<file path="config.mk">
export PLATFORM = sky130hd
export DESIGN_NAME = memwb_pipe_reg_flat
export DESIGN_NICKNAME = d
export VERILOG_FILES = /design/src/rtl/memwb_pipe_reg_if.sv /design/src/rtl/memwb_pipe_reg.sv /design/src/flat_wrapper.sv
export SDC_FILE = /design/constraint.sdc
export NUM_CORES = 1
export LEC_CHECK = 0
export CORE_ASPECT_RATIO = 0.9
export CORE_MARGIN = 8
export CORE_UTILIZATION = 52
export CTS_BUF_LIST = sky130_fd_sc_hd__clkbuf_4 sky130_fd_sc_hd__clkbuf_8
export DETAILED_ROUTE_END_ITERATION = 16
export GPL_TIMING_DRIVEN = 0
export PLACE_DENSITY = 0.8
export SYNTH_ARGS = -nofsm -noshare
export SYNTH_HDL_FRONTEND = slang
export SYNTH_SLANG_ARGS = --single-unit
export TNS_END_PERCENT = 20
</file>
<file path="constraint.sdc">
create_clock -name clk_i -period 6.2 [get_ports clk_i]
set_input_delay 1.55 -clock clk_i [delete_from_list [all_inputs] [get_ports clk_i]]
set_output_delay 1.55 -clock clk_i [all_outputs]
set_load 0.05 [all_outputs]
</file>
<file path="src/rtl/memwb_pipe_reg_if.sv">
// MEM/WB stage link: one entry of write-back payload with a valid/ready handshake.
// A transfer happens on a rising edge where valid & ready are both 1; the master holds the payload stable while valid & ~ready.
interface memwb_pipe_reg_if #(
    parameter int WB_W   = 2,
    parameter int RD_W   = 5,
    parameter int DATA_W = 32
);
    logic              valid;
    logic              ready;
    logic [WB_W-1:0]   wb;
    logic [RD_W-1:0]   rd;
    logic [DATA_W-1:0] addr;
    logic [DATA_W-1:0] data;

    modport master (output valid, wb, rd, addr, data, input ready);
    modport slave  (input valid, wb, rd, addr, data, output ready);
endinterface

</file>
<file path="src/rtl/memwb_pipe_reg.sv">
// MEM/WB pipeline register with an optional skid entry, synchronous flush,
// masking of WB/rd on bubbles and a saturating retired-entry counter.
module memwb_pipe_reg #(
    parameter int WB_W   = 2,
    parameter int RD_W   = 5,
    parameter int DATA_W = 32,
    parameter int SKID   = 1,
    parameter int CNT_W  = 16
) (
    input  logic             clk_i,
    input  logic             rst_i,
    input  logic             flush_i,
    memwb_pipe_reg_if.slave  up,
    memwb_pipe_reg_if.master dn,
    output logic [CNT_W-1:0] retired_o,
    output logic [1:0]       dbg_state
);
    typedef enum logic [1:0] {
        EMPTY = 2'b00,
        FULL  = 2'b01,
        SKIDS = 2'b10
    } state_e;

    localparam int PW = WB_W + RD_W + 2 * DATA_W;

    state_e        state;
    state_e        next_state;
    logic [PW-1:0] main_q;
    logic [PW-1:0] skid_q;
    logic [PW-1:0] in_pay;
    logic          main_valid;
    logic          skid_valid;
    logic          in_xfer;
    logic          out_xfer;
    logic          load_main;
    logic          load_skid;
    logic          main_from_skid;

    assign in_pay     = {up.wb, up.rd, up.addr, up.data};
    assign main_valid = (state != EMPTY);
    assign skid_valid = (state == SKIDS);

    // With a skid entry, ready depends only on the state register, never on dn.ready.
    assign up.ready = (SKID != 0) ? ~skid_valid : (~main_valid | dn.ready);
    assign in_xfer  = up.valid & up.ready;
    assign out_xfer = main_valid & dn.ready;

    always_ff @(posedge clk_i or posedge rst_i) begin
        if (rst_i) begin
            state <= EMPTY;
        end else begin
            state <= next_state;
        end
    end

    always_comb begin
        next_state     = state;
        load_main      = 1'b0;
        load_skid      = 1'b0;
        main_from_skid = 1'b0;
        if (flush_i) begin
            next_state = EMPTY;
        end else begin
            case (state)
                EMPTY: begin
                    if (in_xfer) begin
                        next_state = FULL;
                        load_main  = 1'b1;
                    end
                end
                FULL: begin
                    if (in_xfer && out_xfer) begin
                        load_main = 1'b1;
                    end else if (in_xfer) begin
                        next_state = SKIDS;
                        load_skid  = 1'b1;
                    end else if (out_xfer) begin
                        next_state = EMPTY;
                    end
                end
                SKIDS: begin
                    if (out_xfer) begin
                        next_state     = FULL;
                        main_from_skid = 1'b1;
                    end
                end
                default: next_state = EMPTY;
            endcase
        end
    end

    // Payload only moves on a load; a stalled main entry stays untouched.
    always_ff @(posedge clk_i or posedge rst_i) begin
        if (rst_i) begin
            main_q <= '0;
            skid_q <= '0;
        end else begin
            if (load_main) begin
                main_q <= in_pay;
            end else if (main_from_skid) begin
                main_q <= skid_q;
            end
            if (load_skid) begin
                skid_q <= in_pay;
            end
        end
    end

    always_ff @(posedge clk_i or posedge rst_i) begin
        if (rst_i) begin
            retired_o <= '0;
        end else if (out_xfer && (retired_o != {CNT_W{1'b1}})) begin
            retired_o <= retired_o + 1'b1;
        end
    end

    assign dn.valid  = main_valid;
    assign dn.wb     = main_valid ? main_q[PW-1 -: WB_W] : '0;
    assign dn.rd     = main_valid ? main_q[2*DATA_W +: RD_W] : '0;
    assign dn.addr   = main_q[DATA_W +: DATA_W];
    assign dn.data   = main_q[DATA_W-1:0];
    assign dbg_state = state;
endmodule

</file>
<file path="src/flat_wrapper.sv">
// flat-port wrapper written by rule: the top's interface ports become plain ports
module memwb_pipe_reg_flat 
#(
    parameter int WB_W   = 2,
    parameter int RD_W   = 5,
    parameter int DATA_W = 32,
    parameter int SKID   = 1,
    parameter int CNT_W  = 16
)
  (clk_i, rst_i, flush_i, retired_o, dbg_state, up_valid, up_wb, up_rd, up_addr, up_data, up_ready, dn_valid, dn_wb, dn_rd, dn_addr, dn_data, dn_ready);
  memwb_pipe_reg_if #(.WB_W(WB_W), .RD_W(RD_W), .DATA_W(DATA_W)) up_i ();
  memwb_pipe_reg_if #(.WB_W(WB_W), .RD_W(RD_W), .DATA_W(DATA_W)) dn_i ();
  input  logic clk_i;
  input  logic rst_i;
  input  logic flush_i;
  output logic [CNT_W-1:0] retired_o;
  output logic [1:0] dbg_state;
  input wire logic [$bits(up_i.valid)-1:0] up_valid;
  input wire logic [$bits(up_i.wb)-1:0] up_wb;
  input wire logic [$bits(up_i.rd)-1:0] up_rd;
  input wire logic [$bits(up_i.addr)-1:0] up_addr;
  input wire logic [$bits(up_i.data)-1:0] up_data;
  output wire logic [$bits(up_i.ready)-1:0] up_ready;
  output wire logic [$bits(dn_i.valid)-1:0] dn_valid;
  output wire logic [$bits(dn_i.wb)-1:0] dn_wb;
  output wire logic [$bits(dn_i.rd)-1:0] dn_rd;
  output wire logic [$bits(dn_i.addr)-1:0] dn_addr;
  output wire logic [$bits(dn_i.data)-1:0] dn_data;
  input wire logic [$bits(dn_i.ready)-1:0] dn_ready;
  assign up_i.valid = up_valid;
  assign up_i.wb = up_wb;
  assign up_i.rd = up_rd;
  assign up_i.addr = up_addr;
  assign up_i.data = up_data;
  assign up_ready = up_i.ready;
  assign dn_valid = dn_i.valid;
  assign dn_wb = dn_i.wb;
  assign dn_rd = dn_i.rd;
  assign dn_addr = dn_i.addr;
  assign dn_data = dn_i.data;
  assign dn_i.ready = dn_ready;
  memwb_pipe_reg #(.WB_W(WB_W), .RD_W(RD_W), .DATA_W(DATA_W), .SKID(SKID), .CNT_W(CNT_W)) u_core (.clk_i(clk_i), .rst_i(rst_i), .flush_i(flush_i), .up(up_i), .dn(dn_i), .retired_o(retired_o), .dbg_state(dbg_state));
endmodule
</file>
# Word level (Yosys, flattened, before mapping)
# Cells that the tools add are included.
dict set report totals {
  register_bits 160
  in_bits 76
}
dict set report op_classes {
  n_addsub 1
  eq_ne 7
  mux 21
  bitwise 3
  n_reduce_logical 6
}
# op n
set ops {}
lappend ops {{$mux W71} 2}
lappend ops {{$add A16 B1 Y16 const B} 1}
lappend ops {{$ne A16 B16 Y1 const B} 1}
lappend ops {{$mux W2} 7}
lappend ops {{$mux W1} 9}
lappend ops {{$ne A3 B3 Y1 const B} 2}
lappend ops {{$pmux W2 S3} 1}
lappend ops {{$mux W5} 1}
lappend ops {{$ne A4 B2 Y1 const B} 1}
lappend ops {{$reduce_and A4 Y1} 1}
lappend ops {{$reduce_bool A2 Y1} 2}
lappend ops {{$ne A3 B2 Y1 const B} 1}
lappend ops {{$and A1 B1 Y1} 2}
lappend ops {{$eq A2 B1 Y1 const B} 1}
lappend ops {{$eq A2 B2 Y1 const B} 1}
lappend ops {{$logic_and A1 B1 Y1} 2}
lappend ops {{$logic_not A2 Y1} 1}
lappend ops {{$pmux W1 S2} 1}
lappend ops {{$not A1 Y1} 1}

# Depth between registers and ports, before layout
# Gate-level depths: netlist of the first run.
dict set report logic_depth {
  word_depth 8
  depth_mapped 7
}

# Worst setup path after synthesis of the first run
# Ideal clock, no wire load.
dict set report synth_path {
  path_kind {register to output}
  from {reg u_core.state[1], in the netlist u_core.dbg_state[1]}
  to {out dn_rd[0]}
  t_arrival_ps 1660
  required_ps 4650
  path_slack_ps 2990
  stages_incl_launch_ff 3
  n_path_buf 0
  cell_sequence {dfrtp_1 > nor2_1 > nor2b_1}
}
dict set report synth_via {
  elab_chain_len 2
}
# element line
set synth_lines {}
lappend synth_lines {{start, declared} memwb_pipe_reg.sv:26} ;# state_e state;
lappend synth_lines {{start signal, assigned} memwb_pipe_reg.sv:52} ;# state <= next_state;
lappend synth_lines {{$reduce_bool A2 Y1} memwb_pipe_reg.sv:40} ;# assign main_valid = (state != EMPTY);
lappend synth_lines {{$mux W5} memwb_pipe_reg.sv:119} ;# assign dn.rd = main_valid ? main_q[2*DATA_W +: RD_W] : '0;
lappend synth_lines {{end, declared} flat_wrapper.sv:26} ;# output wire logic [$bits(dn_i.rd)-1:0] dn_rd;
# Every way passes these cells.

# Final worst setup path of the first run
# Ends and elaborated chain as after synthesis.

==> flow_metrics.py, run 1 <==
metrics = {
    "global_routing": {
        "grtUsageTotal": 0.1924,
        "met1_usage": 0.2365,
        "grt_pass1_wl_um": 27320,
        "grt_util_met3": 0.06180,
        "met2_usage": 0.3207,
        "grt_max_degree": 101,
        "grt_overflow": 0,
        "grt_pass1_vias": 5358,
        "antenna_found_initial": 1,
        "grt_busiest_layer": "met2",
    },
    "clock_tree": {
        "cts_hold_repair.buffers": 0,
        "root_buffer": "clkbuf_8",
        "cts_tree": "yes",
        "clk_pin_slew_ns": 0.08,
        "cts_setup_buffers": 0,
        "cts-buffers-inserted": 17,
        "cts_htree_levels": 4,
        "clockBufferDepth": 2,
        "post_cts_resized": 0,
        "cts.sinks": 160,
        "clock_latency_ns": 0.43,
    },
    "yosys": {
        "synth.avg_cell_area_um2": 13.05,
        "synth_cells": 548,
        "ys_seq_area_frac": 0.5597,
        "synth_area_leaders": "dfrtp_1, mux2_2, a22o_1, a21o_1, buf_4",
        "yosys_warnings": 0,
        "syn_nets": 625,
        "synth_edf_count": 0,
        "synth.distinct_cells": 35,
        "synth-main-ff-cell": "dfrtp_1",
        "synth_area_um2": 7153,
        "async_flop_share": 1.000,
        "yosysTopAreaCellShare": 0.5597,
        "ys_seq_elements": 160,
        "synth_area_leader_cell": "dfrtp_1",
    },
    "cells_and_area": {
        "syn_to_final_growth_pct": 32.59,
        "nFillCells": 970,
        "layout-drive-gt1-share": 0.2758,
        "multiInputGateArea_um2": 2490,
        "stdcell_area_um2": 9484,
        "layout.nets": 811,
        "seqCellArea_um2": 4004,
    },
    "critical_path": {
        "r2r_end": "u_core.retired_o[1]$_DFFE_PP0P_",
        "cp.arrival_ns": 2.25,
        "reg2reg_depth": 5,
        "cp_cell_sequence": "nor2_1 -> nor2b_1 -> clkdlybuf4s50_1",
        "end_kind": "output port",
        "cp_num_cells": 3,
        "critPathLaunchType": "register",
        "cp.buffers_inverters": 1,
        "path_delay_family": "buffers and inverters",
        "max_stage_delay_ns": 0.74,
        "path_max_fanout": 8,
        "critical_path_class": "register to output port",
        "r2r_start": "u_core.retired_o[0]$_DFFE_PP0P_",
        "r2r_setup_slack_ns": 4.33,
        "slowest_stage": "clkdlybuf4s50_1",
        "cp.required_ns": 4.65,
    },
    "run_status": {
        "outcome": "finished, final reports clean",
    },
    "routing": {
        "drt.antenna.violating_nets": 0,
        "dr.first_iter.drc_count": 215,
        "vias_per_cell": 5.329,
        "drc": 0,
        "wl_um": 16600,
        "vias": 4881,
        "drt_first_pass_iters": 4,
        "wl_per_cell_um": 18.12,
    },
    "hold_path": {
        "hold_depth": 1,
        "worstHoldPathType": "register to register",
        "hp-start": "u_core.main_q[65]$_DFFE_PP0P_",
        "whs_endpoint": "u_core.main_q[65]$_DFFE_PP0P_",
    },
    "power": {
        "power_density_nw_per_um2": 340.6,
        "power_uw": 3230,
        "ir_worst_vdd_mv": 0.3741,
        "p_leak_uw": 0.004627,
    },
    "placement": {
        "post_dp_cell_area_um2": 9057,
        "place.gp.congestion": 0.7967,
        "dpl.hpwl_um": 12030,
        "portBuffers": 166,
    },
    "timing": {
        "finalCriticalPeriod_ns": 3.802,
        "worstMarginPinSlew_ns": 0.5739,
        "max_slew_margin": 0.6160,
        "slew_viol_final": 0,
        "rsz0062_at_grt": "no",
        "finalCritPeriodShare": 0.6133,
        "fmax_mhz": 263.0,
        "finalSetupViolations": 0,
        "hold_viol": 0,
        "holdWs_ns": 0.4767,
        "skew_ns": 0.007152,
    },
    "floorplan": {
        "coreArea_um2": 13410,
        "pin_count": 167,
        "die_area_um2": 17770,
        "start_util": 0.5333,
        "num_rows": 40,
        "die_y_um": 127.3,
        "die_w_um": 139.6,
    },
    "run": {
        "drv_cap": 0,
    },
}
## registers in the layout, indices dropped and copies added, names as in the netlist
register	count
u_core.main_q	71
u_core.skid_q	71
u_core.retired_o	16
u_core.dbg_state	2
## per-layer routing
layer,vias up,wire length (um),part of all wire
li1,2291,-,-
met1,2448,7258,0.44
met2,132,8244,0.50
met3,10,911,0.055
met4,0,182,0.011
met5,-,0,0
## report_power, final
group	switching [uW]	leakage [uW]	total (uW)	internal (uW)
Sequential	139	0.00199	1410	1270
Clock	368	0.000215	806	438
Combinational	541	0.00242	1010	471
## layout by cell type, fill, tap and decap left out, drive strengths merged, types with 4 or more instances in the layout
cell and instances:
a21o 69, a22o 69, buf 95, clkbuf 22, clkdlybuf4s50 166, clkinv 5, dfrtp 160, mux2 72
nand2 7, nand3 6, nand4 7, nor2 8, nor2b 9, nor3 4, o21ai 4, xnor2 9
xor2 6
## worst max-delay path by stage
stage | startpoint | to
detailed placement | dn_ready | u_core.skid_q[9]$_DFFE_PP0P_
global route | u_core.dbg_state[1]$_DFFE_PP0P_ | dn_rd[0]
global placement | rst_i | u_core.retired_o[10]$_DFFE_PP0P_
CTS | u_core.dbg_state[1]$_DFFE_PP0P_ | dn_rd[1]
finish | u_core.dbg_state[1]$_DFFE_PP0P_ | dn_rd[0]
floorplan | rst_i | u_core.dbg_state[0]$_DFFE_PP0P_
## Yosys cell counts, types with 3 or more instances
library cell and n:
buf_4 66, xor2_1 6, inv_1 3, a21o_1 69, mux2i_1 3, nor3b_1 3, nand3_1 6, nand2_1 7
dfrtp_1 160, mux2_2 71, nor2_1 6, a22o_1 69, nor2b_1 9, xnor2_1 9, nor3_1 3, buf_2 26
nand4_1 7
## area by class of cell
| class | instances | share of cell area |
|---|---|---|
| Antenna cell | 1 | 0.0002639 |
| Tap cell | 168 | 0.02216 |
| Multi-Input combinational cell | 291 | 0.2625 |
| Timing Repair Buffer | 167 | 0.1781 |
| Clock inverter | 10 | 0.01412 |
| Sequential cell | 160 | 0.4222 |
| Buffer | 94 | 0.06834 |
| Inverter | 3 | 0.001715 |
| Clock buffer | 22 | 0.03061 |
## cell families (layout without fill, tap and decap cells)
family / Yosys count / in the layout / synth area share
other: 0 / 1 / 0
multiplexers: 75 / 75 / 0.1181
AO/OA/AOI/OAI: 145 / 145 / 0.1627
XOR/XNOR: 15 / 15 / 0.01837
adder cells (fa/ha/maj): 1 / 1 / 0.001749
buffers and inverters: 97 / 296 / 0.09218
AND/OR/NAND/NOR: 55 / 55 / 0.04723
flip-flops: 160 / 160 / 0.5597
## through the flow
stage                     utilization  instances  setup slack [ns]  setup TNS (ns)
after CTS                      0.7069        915             2.367               0
after global routing           0.7071        916             2.234               0
final                          0.7071        916             2.398               0
after detailed placement       0.6753        883             2.770               0
after floorplan                     -        548            0.3301               0
after global placement         0.6729        882            -1.468         -233.72
No activity file was read; power rests on OpenSTA's default activity.
==> run 2: changes to the inputs <==
==> constraint.sdc (replaced) <==
create_clock -name clk_i -period 3.67 [get_ports clk_i]
set_input_delay 0.9175 -clock clk_i [delete_from_list [all_inputs] [get_ports clk_i]]
set_output_delay 0.9175 -clock clk_i [all_outputs]
set_load 0.05 [all_outputs]
==> run 2 against run 1 <==
Effect of this change:
- die area did not move
- sequential share of layout area fell by 0.23 points
- first-iteration DRC count rose by 4.7%
- global-route usage fell by 0.25 points
==> flow_metrics.py, run 2 (synthesis results as in run 1) <==
metrics = {
    "run_status": {
        "outcome": "finished, final reports clean",
    },
    "timing": {
        "skew_ns": 0.008558,
        "holdWs_ns": 0.4752,
        "worstMarginPinSlew_ns": 0.6238,
        "slew_viol_final": 0,
        "finalCritPeriodShare": 0.8817,
        "rsz0062_at_grt": "no",
        "finalSetupViolations": 0,
        "hold_viol": 0,
        "finalCriticalPeriod_ns": 3.236,
        "max_slew_margin": 0.5826,
        "timing.final.ws_setup_ns": 0.4341,
        "fmax_mhz": 309.0,
    },
    "cells_and_area": {
        "nFillCells": 963,
        "reg.largest.list": "u_core.main_q x71, u_core.skid_q x71, u_core.retired_o x16",
        "layout.nets": 814,
        "final_common_cell": "clkdlybuf4s50_1",
        "syn_to_final_growth_pct": 33.32,
        "final_cell_mix": "clkdlybuf4s50_1, dfrtp_1, mux2_2, a22o_1, a21o_1",
        "multiInputGateArea_um2": 2490,
        "antenna_cells": 0,
        "seqCellArea_um2": 4004,
        "layout-drive-gt1-share": 0.2777,
    },
    "global_routing": {
        "grt_pass1_vias": 5271,
        "grtUsageTotal": 0.1900,
        "grt_pass1_wl_um": 26770,
        "antenna_found_initial": 0,
        "grt_max_degree": 42,
        "grt_overflow": 0,
    },
    "clock_tree": {
        "cts-buffers-inserted": 17,
        "cts_htree_levels": 4,
        "clockBufferDepth": 2,
        "root_buffer": "clkbuf_8",
        "post_cts_resized": 0,
        "clock_latency_ns": 0.44,
        "cts.sinks": 160,
        "cts_tree": "yes",
        "cts_setup_buffers": 0,
        "cts_hold_repair.buffers": 0,
        "clk_pin_slew_ns": 0.07,
    },
    "floorplan": {
        "die_y_um": 127.3,
        "coreArea_um2": 13410,
        "die_w_um": 139.6,
        "die_area_um2": 17770,
        "pin_count": 167,
        "start_util": 0.5333,
        "num_rows": 40,
    },
    "routing": {
        "drt.antenna.violating_nets": 0,
        "wl_um": 16590,
        "vias_per_cell": 5.395,
        "drt_first_pass_iters": 4,
        "drc": 0,
        "vias": 4947,
        "dr.first_iter.drc_count": 225,
        "wl_per_cell_um": 18.09,
    },
    "power": {
        "power_density_nw_per_um2": 573.4,
        "ir_worst_vdd_mv": 0.5575,
        "p_leak_uw": 0.004642,
    },
    "placement": {
        "dpl.hpwl_um": 12250,
        "place.gp.congestion": 0.7884,
        "place_ws_ns": 0.8453,
        "portBuffers": 166,
    },
    "critical_path": {
        "critPathLaunchType": "register",
        "end_kind": "output port",
        "path_max_fanout": 8,
        "cp.arrival_ns": 2.32,
        "critical_path_class": "register to output port",
        "cp.required_ns": 2.75,
    },
    "run": {
        "drv_cap": 0,
    },
    "hold_path": {
        "worstHoldPathType": "register to register",
    },
}
run 2: cell types whose count changed in the layout (fill, tap and decap cells not counted), sizes merged:
cell,delta
clkinv,-2
inv,-1
diode,-1
clkinvlp,+2
buf,+3
run 2: path summary, 6_finish.rpt:
| check | start | endpoint | slack, ns | cells after the start |
|---|---|---|---|---|
| max | u_core.dbg_state[1]$_DFFE_PP0P_ | dn_wb[0] | 0.43 | 3 |
| min | u_core.main_q[68]$_DFFE_PP0P_ | u_core.main_q[68]$_DFFE_PP0P_ | 0.48 | 1 |
| max reg2reg | u_core.dbg_state[1]$_DFFE_PP0P_ | u_core.skid_q[2]$_DFFE_PP0P_ | 1.78 | 5 |
| min reg2reg | u_core.main_q[68]$_DFFE_PP0P_ | u_core.main_q[68]$_DFFE_PP0P_ | 0.48 | 1 |
| max in group asynchronous | rst_i | u_core.skid_q[43]$_DFFE_PP0P_ | 2.04 | 4 |
| min in group asynchronous | rst_i | u_core.main_q[15]$_DFFE_PP0P_ | 0.86 | 2 |
run 2: report_power, final:
part           switching (uW)  internal, uW
Sequential                236          2150
Clock                     621           748
Combinational             912           800
run 2: critical path: stages, from the launching register on:
cell and delay (ns):
dfrtp_1 0.47, nor2_1 0.52, nor2b_1 0.15, clkdlybuf4s50_1 0.75
run 2: final cells by class:
| cell class | count | share of cell area |
|---|---|---|
| plain buffers | 94 | 0.06796 |
| clock buffers | 22 | 0.03109 |
| clock inverters | 9 | 0.01378 |
| inverters | 3 | 0.001574 |
| multi-input cells | 291 | 0.2611 |
| flip-flops and latches | 160 | 0.4198 |
| well taps | 168 | 0.02204 |
| repair buffers | 170 | 0.1826 |
run 2: layer usage:
| layer | GRT usage | up-vias | share of wire |
|---|---|---|---|
| met5 | 0 | - | 0 |
| met4 | 0.06441 | 0 | 0.017 |
| met3 | 0.06106 | 15 | 0.061 |
| met2 | 0.3187 | 144 | 0.50 |
| met1 | 0.2282 | 2488 | 0.42 |
| li1 | - | 2300 | - |
run 2: through the flow:
stage	std cells	total power [uW]	setup TNS (ns)	util	cell area, um2
detailed placement	886	4148	0	0.6791	9109
CTS	917	5524	0	0.7110	9537
global route	917	5724	0	0.7110	9537
finish	917	5469	0	0.7110	9537
global placement	882	4073	-74.99	0.6731	9029
floorplan	548	3571	0	-	7157
